$ cat src/rtl/digit_select_ctrl_pkg.sv
// Shared state encodings and display symbol indices for the digit/mood selector.
// Symbol values match the indices decoded by the MAX7219 display driver.
package digit_select_ctrl_pkg;

    typedef enum logic [1:0] {
        StShowNum  = 2'd0,
        StShowMood = 2'd1,
        StBlank    = 2'd2
    } state_e;

    typedef enum logic {
        LastNum  = 1'b0,
        LastMood = 1'b1
    } last_mode_e;

    localparam logic [3:0] NUM_MAX      = 4'd9;
    localparam logic [3:0] MOOD_HAPPY   = 4'd10;
    localparam logic [3:0] MOOD_NEUTRAL = 4'd11;
    localparam logic [3:0] MOOD_SAD     = 4'd12;

    function automatic logic [3:0] num_inc(input logic [3:0] n);
        return (n >= NUM_MAX) ? 4'd0 : n + 4'd1;
    endfunction

    function automatic logic [3:0] num_dec(input logic [3:0] n);
        return (n == 4'd0) ? NUM_MAX : n - 4'd1;
    endfunction

    function automatic logic [3:0] mood_inc(input logic [3:0] m);
        return (m >= MOOD_SAD) ? MOOD_HAPPY : m + 4'd1;
    endfunction

    function automatic logic [3:0] mood_dec(input logic [3:0] m);
        return (m <= MOOD_HAPPY) ? MOOD_SAD : m - 4'd1;
    endfunction

endpackage

$ cat src/rtl/digit_select_ctrl_btn_debounce.sv
// Two-flop synchroniser, stable-level debounce counter and press (0->1) pulse for one button.
module btn_debounce #(
    parameter int unsigned DEBOUNCE_CYCLES = 10000
) (
    input  logic clk_i,
    input  logic rst_i,
    input  logic btn_i,
    output logic evt_o
);

    localparam int unsigned CntW = (DEBOUNCE_CYCLES > 1) ? $clog2(DEBOUNCE_CYCLES) : 1;
    localparam logic [CntW-1:0] CntMax = CntW'(DEBOUNCE_CYCLES - 1);

    logic [1:0]      sync_q;
    logic [CntW-1:0] cnt_q, cnt_d;
    logic            stable_q, stable_d;
    logic            evt_q, evt_d;

    always_comb begin
        cnt_d    = '0;
        stable_d = stable_q;
        evt_d    = 1'b0;
        if (sync_q[1] != stable_q) begin
            if (cnt_q == CntMax) begin
                stable_d = sync_q[1];
                evt_d    = sync_q[1];
            end else begin
                cnt_d = cnt_q + 1'b1;
            end
        end
    end

    always_ff @(posedge clk_i) begin
        if (rst_i) begin
            sync_q   <= 2'b00;
            cnt_q    <= '0;
            stable_q <= 1'b0;
            evt_q    <= 1'b0;
        end else begin
            sync_q   <= {sync_q[0], btn_i};
            cnt_q    <= cnt_d;
            stable_q <= stable_d;
            evt_q    <= evt_d;
        end
    end

    assign evt_o = evt_q;

endmodule

$ cat src/rtl/digit_select_ctrl.sv
// Button-driven number/mood selector with inactivity blanking; feeds the MAX7219 driver's
// digit and enable inputs.
module digit_select_ctrl
    import digit_select_ctrl_pkg::*;
#(
    parameter int unsigned DEBOUNCE_CYCLES = 10000,
    parameter int unsigned IDLE_TIMEOUT    = 5000000
) (
    input  logic       clk,
    input  logic       rst,
    input  logic       btn_up,
    input  logic       btn_down,
    input  logic       btn_mode,
    output logic [3:0] digit,
    output logic       enable_display,
    output logic       press_evt
);

    localparam int unsigned IdleW = (IDLE_TIMEOUT > 1) ? $clog2(IDLE_TIMEOUT) : 1;
    localparam logic [IdleW-1:0] IdleLast = IdleW'(IDLE_TIMEOUT - 1);

    logic up_evt, down_evt, mode_evt, any_evt;

    btn_debounce #(.DEBOUNCE_CYCLES(DEBOUNCE_CYCLES)) u_db_up (
        .clk_i(clk), .rst_i(rst), .btn_i(btn_up), .evt_o(up_evt)
    );
    btn_debounce #(.DEBOUNCE_CYCLES(DEBOUNCE_CYCLES)) u_db_down (
        .clk_i(clk), .rst_i(rst), .btn_i(btn_down), .evt_o(down_evt)
    );
    btn_debounce #(.DEBOUNCE_CYCLES(DEBOUNCE_CYCLES)) u_db_mode (
        .clk_i(clk), .rst_i(rst), .btn_i(btn_mode), .evt_o(mode_evt)
    );

    assign any_evt = up_evt | down_evt | mode_evt;

    state_e          state_q, state_d;
    last_mode_e      last_q, last_d;
    logic [3:0]      num_q, num_d, mood_q, mood_d, digit_q, digit_d;
    logic [IdleW-1:0] idle_q, idle_d;
    logic            en_q, en_d, evt_q;

    always_comb begin
        state_d = state_q;
        last_d  = last_q;
        num_d   = num_q;
        mood_d  = mood_q;
        if (any_evt) begin
            idle_d = '0;
        end else begin
            idle_d = (idle_q == '1) ? idle_q : idle_q + 1'b1;
        end

        case (state_q)
            StShowNum: begin
                if (mode_evt) begin
                    state_d = StShowMood;
                end else if (up_evt && !down_evt) begin
                    num_d = num_inc(num_q);
                end else if (down_evt && !up_evt) begin
                    num_d = num_dec(num_q);
                end else if (!any_evt && idle_q == IdleLast) begin
                    last_d  = LastNum;
                    state_d = StBlank;
                    idle_d  = '0;
                end
            end
            StShowMood: begin
                if (mode_evt) begin
                    state_d = StShowNum;
                end else if (up_evt && !down_evt) begin
                    mood_d = mood_inc(mood_q);
                end else if (down_evt && !up_evt) begin
                    mood_d = mood_dec(mood_q);
                end else if (!any_evt && idle_q == IdleLast) begin
                    last_d  = LastMood;
                    state_d = StBlank;
                    idle_d  = '0;
                end
            end
            StBlank: begin
                // The waking event is swallowed: only the mode is restored.
                if (any_evt) begin
                    state_d = (last_q == LastMood) ? StShowMood : StShowNum;
                end
            end
            default: begin
                state_d = StShowNum;
                num_d   = 4'd0;
            end
        endcase

        case (state_d)
            StShowNum:  digit_d = num_d;
            StShowMood: digit_d = mood_d;
            default:    digit_d = digit_q;
        endcase
        en_d = (state_d != StBlank);
    end

    always_ff @(posedge clk) begin
        if (rst) begin
            state_q <= StShowNum;
            last_q  <= LastNum;
            num_q   <= 4'd0;
            mood_q  <= MOOD_HAPPY;
            idle_q  <= '0;
            digit_q <= 4'd0;
            en_q    <= 1'b1;
            evt_q   <= 1'b0;
        end else begin
            state_q <= state_d;
            last_q  <= last_d;
            num_q   <= num_d;
            mood_q  <= mood_d;
            idle_q  <= idle_d;
            digit_q <= digit_d;
            en_q    <= en_d;
            evt_q   <= any_evt;
        end
    end

    assign digit          = digit_q;
    assign enable_display = en_q;
    assign press_evt      = evt_q;

endmodule

$ cat config.mk
export PLATFORM = sky130hd
export DESIGN_NAME = digit_select_ctrl
export DESIGN_NICKNAME = d
export VERILOG_FILES = /design/src/rtl/digit_select_ctrl_pkg.sv /design/src/rtl/digit_select_ctrl_btn_debounce.sv /design/src/rtl/digit_select_ctrl.sv
export SDC_FILE = /design/constraint.sdc
export NUM_CORES = 1
export LEC_CHECK = 0
export BUFFER_PORTS_ARGS = -buffer_cell sky130_fd_sc_hd__buf_2
export CORE_ASPECT_RATIO = 1.2
export CORE_MARGIN = 2
export CORE_UTILIZATION = 45
export DETAILED_ROUTE_END_ITERATION = 12
export PLACE_DENSITY_LB_ADDON = 0.3
export SYNTH_ARGS = -nofsm -noshare
export SYNTH_HDL_FRONTEND = slang
export SYNTH_SLANG_ARGS = --single-unit
$ cat constraint.sdc
create_clock -name clk -period 2.21 [get_ports clk]
set_input_delay 0.1105 -clock clk [delete_from_list [all_inputs] [get_ports clk]]
set_output_delay 0.1105 -clock clk [all_outputs]
set_load 0.03 [all_outputs]
==> impl_metrics.prom, run 1 <==
# TYPE chip_impl_metric gauge
chip_impl_metric{name="power.sequential.fraction",unit="%"} 54.0
chip_impl_info{name="rr_startpoint",value="idle_q[10]$_SDFF_PP0_"} 1
chip_impl_metric{name="placeableCoreArea",unit="mm²"} 0.00956
chip_impl_metric{name="timing_max_transition_violations_final",unit=""} 0
chip_impl_metric{name="vdd.ir_drop.worst",unit="mV"} 0.297
chip_impl_metric{name="fmaxAchievable",unit="MHz"} 469
chip_impl_metric{name="fillCellCount",unit=""} 894
chip_impl_metric{name="detail_route.wl_per_cell",unit="µm"} 13.1
chip_impl_metric{name="floorplan_die_width",unit="µm"} 94.8
chip_impl_metric{name="tightestPinTransition",unit="ns"} 0.558
chip_impl_metric{name="min_period_over_period",unit="%"} 96.5
chip_impl_metric{name="drive_above_1_share",unit="%"} 12.0
chip_impl_metric{name="routed_wl",unit="µm"} 8690
chip_impl_metric{name="crit_fanout",unit=""} 4
chip_impl_metric{name="overflow_after_grt",unit=""} 0
chip_impl_info{name="cts-root-buf",value="clkbuf_16"} 1
chip_impl_metric{name="cts-buffers-inserted",unit=""} 9
chip_impl_metric{name="wire_length_of_the_first_global_routing_pass",unit="µm"} 14800
chip_impl_info{name="start_kind",value="flip-flop"} 1
chip_impl_metric{name="quantity_of_i_o_buffers_inserted_on_ports",unit=""} 10
chip_impl_info{name="crit_type",value="flip-flop to flip-flop"} 1
chip_impl_info{name="most_frequent_cells_in_the_layout",value="dfxtp_1 (93), nor2_1 (91), nand2_1 (33)"} 1
chip_impl_metric{name="floorplan.die_area",unit="mm²"} 0.0107
chip_impl_metric{name="worstHoldPathCells",unit=""} 2
chip_impl_metric{name="regToRegSetupSlack",unit="ns"} 0.08
chip_impl_metric{name="cts.sinks",unit=""} 94
chip_impl_info{name="post_synth_main_area_contributors",value="dfxtp_1 (42%), nor2_1 (7.7%), xor2_1 (6.1%), xnor2_1 (4.5%), ha_1 (3.9%)"} 1
chip_impl_metric{name="switching_share",unit="%"} 21.6
chip_impl_metric{name="p_leak",unit="nW"} 1.88
chip_impl_metric{name="groute.usage.overall",unit="%"} 17.1
chip_impl_info{name="tritoncts",value="done"} 1
chip_impl_metric{name="asyncSetResetFlopFracSynth",unit="%"} 0
chip_impl_metric{name="synth-seq-area-share",unit="%"} 42.3
chip_impl_metric{name="hold_viol",unit=""} 0
chip_impl_info{name="setup.worst_path.end_class",value="flip-flop"} 1
chip_impl_metric{name="tns",unit="ns"} 0
chip_impl_metric{name="minimum_clock_period_after_layout",unit="ns"} 2.13
chip_impl_metric{name="drt_iter0_markers",unit=""} 126
chip_impl_metric{name="hold-worst-slack",unit="ns"} 0.0121
chip_impl_metric{name="post_synth_inst_count",unit=""} 505
chip_impl_metric{name="finalSetupViolations",unit=""} 0
chip_impl_metric{name="synth_top_area_share",unit="%"} 42.3
chip_impl_metric{name="ctsHtreeMaxLevel",unit=""} 3
chip_impl_metric{name="final_util",unit="%"} 53.2
chip_impl_metric{name="wl_met3",unit="µm"} 227
chip_impl_metric{name="clockBufferDepth",unit=""} 2
chip_impl_info{name="regToRegEndpoint",value="digit[2]$_SDFFE_PP0P_"} 1
chip_impl_metric{name="detailroute.wirelength.met2",unit="µm"} 4230
chip_impl_metric{name="post_synth_num_cell_types",unit=""} 57
chip_impl_metric{name="replace_congestion",unit=""} 0.873
chip_impl_metric{name="detailedPlacementHpwl",unit="µm"} 6250
chip_impl_metric{name="pwr-share-clk",unit="%"} 44.0
chip_impl_metric{name="power.density",unit="mW/mm²"} 625
chip_impl_metric{name="syn-cell-area",unit="mm²"} 0.00445
chip_impl_metric{name="layout-area-overhead-vs-synth",unit="%"} 14.3
chip_impl_metric{name="grt_pass1_vias",unit=""} 3336
chip_impl_info{name="routed.top_layer",value="met4"} 1
chip_impl_info{name="worstHoldStart",value="btn_mode"} 1
chip_impl_metric{name="clkTransAtPathRegs",unit="ns"} 0.06
chip_impl_metric{name="p_sw",unit="W"} 0.000685
chip_impl_metric{name="timing.max_cap.violations",unit=""} 0
chip_impl_info{name="status",value="complete, no violations"} 1
chip_impl_metric{name="max_slew_margin",unit="%"} 62.8
chip_impl_metric{name="count_of_nets_after_finishing",unit=""} 555
chip_impl_metric{name="post_detailed_route_count_of_antenna_violating_nets",unit=""} 0
chip_impl_metric{name="diodes",unit=""} 0
chip_impl_metric{name="multiInputGateArea",unit="mm²"} 0.00251
chip_impl_metric{name="cells_on_worst_reg2reg_path",unit=""} 6
chip_impl_metric{name="pin_count_of_the_biggest_net_entering_global_routing",unit=""} 30
chip_impl_info{name="worstHoldPathType",value="input port to flip-flop"} 1
chip_impl_info{name="synthFlopType",value="dfxtp_1"} 1
chip_impl_metric{name="critical_path_required",unit="ns"} 2.44
chip_impl_info{name="worstSetupStartpoint",value="idle_q[10]$_SDFF_PP0_"} 1
chip_impl_metric{name="floorplan.initialDensity",unit="%"} 46.5
chip_impl_info{name="worstHoldEndpoint",value="u_db_mode.sync_q[0]$_SDFF_PP0_"} 1
chip_impl_metric{name="arrival_time_of_the_worst_setup_path",unit="ns"} 2.36
chip_impl_info{name="yosysTopAreaCell",value="dfxtp_1"} 1
chip_impl_metric{name="skew",unit="ns"} 0.00696
chip_impl_metric{name="ys.warnings.count",unit=""} 0
chip_impl_metric{name="num_vias",unit=""} 3589
chip_impl_metric{name="comb_power_share",unit="%"} 2.0
chip_impl_metric{name="met1Wirelength",unit="µm"} 4090
chip_impl_metric{name="antenna_found_initial",unit=""} 0
chip_impl_metric{name="register_area",unit="mm²"} 0.00188
chip_impl_metric{name="boundaryPins",unit=""} 11
chip_impl_info{name="final_common_cell",value="dfxtp_1"} 1
chip_impl_metric{name="yosys_register_bits",unit=""} 94
chip_impl_metric{name="clock_network_latency_to_the_later_pin_of_the_worst_skew_pair",unit="ns"} 0.34
chip_impl_metric{name="rows",unit=""} 39
chip_impl_metric{name="internal-power",unit="W"} 0.00249
chip_impl_metric{name="fp.dieH",unit="µm"} 113
chip_impl_metric{name="drt-vias-per-instance",unit=""} 5.41
chip_impl_metric{name="syn_nets",unit=""} 524
chip_impl_metric{name="drc",unit=""} 0
chip_impl_metric{name="post_synth.cell_area_avg",unit="µm²"} 8.81
chip_impl_metric{name="edff_count_synth",unit=""} 0
chip_impl_info{name="unrepaired_setup_endpoints_after_global_routing",value="no"} 1
chip_impl_metric{name="detail_route.first_pass.iterations",unit=""} 4
[cell type report]
type / instances / share of cell area, %
multi-input cells: 388 / 49.3
clock buffers: 10 / 4.50
repair buffers: 33 / 4.72
inverters: 10 / 0.738
clock inverters: 5 / 0.713
flip-flops and latches: 94 / 37.0
well taps: 123 / 3.03
[cells in the mapped netlist, types with 2 or more instances]
| master | instances |
|---|---|
| a211oi_1 | 2 |
| a21oi_1 | 16 |
| a22o_1 | 4 |
| a31oi_1 | 5 |
| a32oi_1 | 2 |
| and2_1 | 3 |
| and3_1 | 15 |
| and3_2 | 2 |
| and4_1 | 4 |
| buf_1 | 3 |
| clkbuf_1 | 10 |
| dfxtp_1 | 94 |
| ha_1 | 14 |
| inv_1 | 10 |
| mux2i_1 | 8 |
| nand2_1 | 33 |
| nand2b_1 | 7 |
| nand3_1 | 19 |
| nand4_1 | 15 |
| nor2_1 | 91 |
| nor2b_1 | 15 |
| nor3_1 | 10 |
| nor3_2 | 2 |
| nor3b_1 | 4 |
| nor4_4 | 2 |
| nor4b_1 | 7 |
| o21ai_0 | 15 |
| o22ai_1 | 2 |
| o31a_1 | 2 |
| o31ai_1 | 3 |
| or2_2 | 2 |
| or3_1 | 7 |
| xnor2_1 | 23 |
| xor2_1 | 31 |
[cells by family after synthesis]
| group | synth area share, % |
|---|---|
| flops | 42.3 |
| xor+xnor | 10.6 |
| mux | 2.14 |
| buf+inv | 1.94 |
| simple gates | 29.2 |
| fa+ha+maj | 3.94 |
| compound gates | 9.90 |
[through the flow]
stage                     worst slack, ns  std cells  cell area, µm²  total power [W]
after global routing             0.000264        663            5090          0.00331
after global placement             0.0441        646            4780          0.00181
final                              0.0765        663            5090          0.00318
after floorplan                    0.0582        505            4450          0.00179
after CTS                          0.0542        663            5060          0.00322
after detailed placement           0.0766        646            4780          0.00182
[critical path: stages, from the launching register on]
cell	delay, ns
dfxtp_1	0.35
or4b_1	0.57
nor4_4	0.28
a21oi_2	0.12
o221ai_4	0.21
mux2_4	0.32
a22o_1	0.19
[metal layers]
layer / global-route usage [%] / up-vias
met5: 0 / -
met1: 21.7 / 1706
li1: - / 1833
met3: 3.86 / 11
met4: 6.38 / 0
met2: 28.2 / 39
[how the worst max path moves through the flow]
stage / slack [ns] / depth (start not counted) / end
2_1_floorplan: 0.06 / 6 / digit[2]$_SDFFE_PP0P_
3_3_place_gp: 0.04 / 6 / digit[2]$_SDFFE_PP0P_
3_5_place_dp: 0.08 / 8 / idle_q[2]$_SDFF_PP0_
4_1_cts: 0.05 / 8 / idle_q[20]$_SDFF_PP0_
5_1_grt: 0.0003 / 6 / digit[2]$_SDFFE_PP0P_
6_report: 0.08 / 6 / digit[2]$_SDFFE_PP0P_
[power by group through the flow]
stage,logic [W],registers [W],clock network [W]
floorplan,0.0000411,0.00175,0
global placement,0.0000592,0.00176,0
detailed placement,0.0000609,0.00176,0
CTS,0.0000638,0.00172,0.00144
global route,0.0000708,0.00172,0.00152
finish,0.0000628,0.00172,0.00140
[timing repair]
item,CTS,global route
gates resized for setup,0,7
hold buffers,2,0
setup endpoints to repair,0,28
setup buffers,0,0
endpoints found under the hold margin,2,0
[flip-flops by register name, indices dropped and copies added, names as in the netlist, 2 cells and up]
signal / flops
u_db_up.sync_q: 2
digit: 4
u_db_down.cnt_q: 14
mood_q: 4
u_db_mode.sync_q: 2
u_db_mode.cnt_q: 14
state_q: 2
idle_q: 23
u_db_up.cnt_q: 14
num_q: 4
u_db_down.sync_q: 2
Note: power is estimated with default switching activity, not from simulation.
==> run 2: changes to the inputs <==
Settings changed: CORE_UTILIZATION 45 to 56.
==> run 2 against run 1 <==
  * Design area fell by 2.0%
  * Highest routed layer unchanged
  * Largest power group unchanged
  * Largest cell class unchanged
  * First-iteration DRC count rose by 32%
  * Critical path depth did not move
  * Hold slack improved by 0.19 ns
  * Setup slack got worse by 0.023 ns
  * Clock power fell by 17%
  * Die area fell by 19%
  * Final cell count fell by 4.7%
==> impl_metrics.prom, run 2 (synthesis gave the netlist of run 1 again) <==
# TYPE chip_impl_metric gauge
chip_impl_metric{name="power.density",unit="mW/mm²"} 589
chip_impl_metric{name="max_slew_margin",unit="%"} 62.9
chip_impl_info{name="tritoncts",value="done"} 1
chip_impl_info{name="worstHoldStart",value="rst"} 1
chip_impl_metric{name="tightestPinTransition",unit="ns"} 0.557
chip_impl_metric{name="diodes",unit=""} 0
chip_impl_metric{name="boundaryPins",unit=""} 11
chip_impl_metric{name="routed_wl",unit="µm"} 8780
chip_impl_info{name="final_common_cell",value="dfxtp_1"} 1
chip_impl_info{name="critical_path.slowest_cell",value="or4_4"} 1
chip_impl_metric{name="min_period_over_period",unit="%"} 97.6
chip_impl_info{name="unrepaired_setup_endpoints_after_global_routing",value="yes"} 1
chip_impl_metric{name="floorplan.die_area",unit="mm²"} 0.00868
chip_impl_info{name="setup.worst_path.end_class",value="flip-flop"} 1
chip_impl_metric{name="cp_slowest_stage_delay",unit="ns"} 0.54
chip_impl_metric{name="rows",unit=""} 35
chip_impl_metric{name="drive_above_1_share",unit="%"} 12.6
chip_impl_metric{name="skew",unit="ns"} 0.0183
chip_impl_metric{name="wire_length_of_the_first_global_routing_pass",unit="µm"} 14900
chip_impl_metric{name="arrival_time_of_the_worst_setup_path",unit="ns"} 2.42
chip_impl_info{name="most_frequent_cells_in_the_layout",value="dfxtp_1 (92), nor2_1 (91), nand2_1 (33)"} 1
chip_impl_metric{name="minimum_clock_period_after_layout",unit="ns"} 2.16
chip_impl_metric{name="setup_ws",unit="ns"} 0.0534
chip_impl_info{name="critical_path_cell_sequence",value="or4_4 > nor4_4 > a21oi_2 > o221ai_4 > mux2_4 > a22o_1"} 1
chip_impl_metric{name="fmaxAchievable",unit="MHz"} 464
chip_impl_metric{name="finish.instance_area",unit="mm²"} 0.00498
chip_impl_info{name="worstHoldPathType",value="input port to flip-flop"} 1
chip_impl_metric{name="timing.max_cap.violations",unit=""} 0
chip_impl_metric{name="finalSetupViolations",unit=""} 0
chip_impl_metric{name="vdd.ir_drop.worst",unit="mV"} 0.424
chip_impl_metric{name="placeableCoreArea",unit="mm²"} 0.00771
chip_impl_metric{name="antenna_found_initial",unit=""} 0
chip_impl_metric{name="clock_network_latency_to_the_later_pin_of_the_worst_skew_pair",unit="ns"} 0.37
chip_impl_info{name="rr_startpoint",value="idle_q[6]$_SDFF_PP0_"} 1
chip_impl_metric{name="clkTransAtPathRegs",unit="ns"} 0.10
chip_impl_metric{name="replace_congestion",unit=""} 0.915
chip_impl_metric{name="post-place-ws",unit="ns"} 0.0576
chip_impl_info{name="crit_type",value="flip-flop to flip-flop"} 1
chip_impl_metric{name="drc",unit=""} 0
chip_impl_metric{name="timing_max_transition_violations_final",unit=""} 0
chip_impl_metric{name="quantity_of_i_o_buffers_inserted_on_ports",unit=""} 10
chip_impl_metric{name="critical_path_required",unit="ns"} 2.47
chip_impl_metric{name="cts.sinks",unit=""} 94
chip_impl_metric{name="post_detailed_route_count_of_antenna_violating_nets",unit=""} 0
chip_impl_metric{name="overflow_after_grt",unit=""} 0
chip_impl_metric{name="hold_viol",unit=""} 0
chip_impl_metric{name="hold-worst-slack",unit="ns"} 0.200
chip_impl_info{name="status",value="complete, no violations"} 1
chip_impl_metric{name="groute.usage.overall",unit="%"} 21.2
chip_impl_metric{name="post_dp_cell_area",unit="mm²"} 0.00472
chip_impl_metric{name="floorplan_die_width",unit="µm"} 85.4
chip_impl_info{name="worstSetupStartpoint",value="idle_q[6]$_SDFF_PP0_"} 1
chip_impl_metric{name="ctsHtreeMaxLevel",unit=""} 3
chip_impl_metric{name="clockBufferDepth",unit=""} 2
chip_impl_info{name="cts-root-buf",value="clkbuf_8"} 1
chip_impl_metric{name="layout-area-overhead-vs-synth",unit="%"} 12.0
chip_impl_metric{name="fp.dieH",unit="µm"} 102
chip_impl_metric{name="grt_pass1_vias",unit=""} 3422
chip_impl_metric{name="crit_fanout",unit=""} 2
chip_impl_metric{name="detail_route.wl_per_cell",unit="µm"} 13.9
chip_impl_metric{name="drt-vias-per-instance",unit=""} 5.67
chip_impl_metric{name="tns",unit="ns"} 0
chip_impl_metric{name="detailedPlacementHpwl",unit="µm"} 6150
chip_impl_metric{name="drt_iter0_markers",unit=""} 166
chip_impl_metric{name="regToRegSetupSlack",unit="ns"} 0.05
chip_impl_info{name="max_flop_register",value="idle_q"} 1
chip_impl_metric{name="pin_count_of_the_biggest_net_entering_global_routing",unit=""} 30
chip_impl_metric{name="num_vias",unit=""} 3585
chip_impl_metric{name="largest_reg_flops",unit=""} 23
chip_impl_info{name="start_kind",value="flip-flop"} 1
chip_impl_metric{name="p_leak",unit="nW"} 1.83
chip_impl_metric{name="detail_route.first_pass.iterations",unit=""} 4
chip_impl_metric{name="count_of_nets_after_finishing",unit=""} 554
chip_impl_metric{name="cts_setup_buffers",unit=""} 0
chip_impl_metric{name="cts-buffers-inserted",unit=""} 9
chip_impl_metric{name="floorplan.initialDensity",unit="%"} 57.7
[run 2: cell types whose count changed in the layout (fill, tap and decap cells not counted), sizes merged]
cell,previous run,this run
clkbuf,10,11
bufinv,0,1
buf,31,29
dlygate4sd3,2,3
inv,11,10
clkinv,4,2
clkinvlp,0,2
[run 2: area by class of cell]
type,instances,area (µm²)
clock buffer,11,141
clock inverter,5,58.8
fill,655,2720
inverter,10,37.5
multi-input combinational,388,2510
sequential,94,1880
tap,92,115
timing repair buffer,32,235
[run 2: power by group]
group,internal [W],leakage [nW],switching (W)
registers,0.00171,0.760,0.0000112
logic,0.0000274,0.974,0.0000373
clock network,0.000554,0.0955,0.000603
[run 2: routing by layer]
metal / track usage, % / share of wire, %
met3: 3.42 / 1.5
met1: 24.1 / 44
met5: 0 / 0
met2: 39.1 / 53
met4: 8.79 / 1.8
[run 2: worst paths after layout]
| kind | endpoint | cells after the start |
|---|---|---|
| worst max register to register | digit[2]$_SDFFE_PP0P_ | 6 |
| worst min register to register | u_db_down.sync_q[1]$_SDFF_PP0_ | 1 |
| worst min-delay path | u_db_down.stable_q$_SDFFE_PP0P_ | 2 |
| worst max-delay path | digit[2]$_SDFFE_PP0P_ | 6 |
[run 2: worst max-delay path: cells and delay by family, from the launching register on]
kind,cells,cell delay [ns]
and+or+nand+nor,2,0.88
AOI/OAI and AO/OA,3,0.53
DFF,1,0.33
muxes,1,0.32
[run 2: timing repair]
action / 4_1_cts / 5_1_grt
gates resized for setup: 0 / 11
hold buffers: 3 / 0
hold endpoints to repair: 3 / 0
endpoints found under the setup margin: 0 / 28
[run 2: metrics by stage]
stage	util [%]	cells	power [W]
floorplan	-	505	0.00179
global placement	61.3	613	0.00181
detailed placement	61.3	613	0.00182
CTS	64.3	632	0.00296
global route	64.7	632	0.00306
finish	64.7	632	0.00294
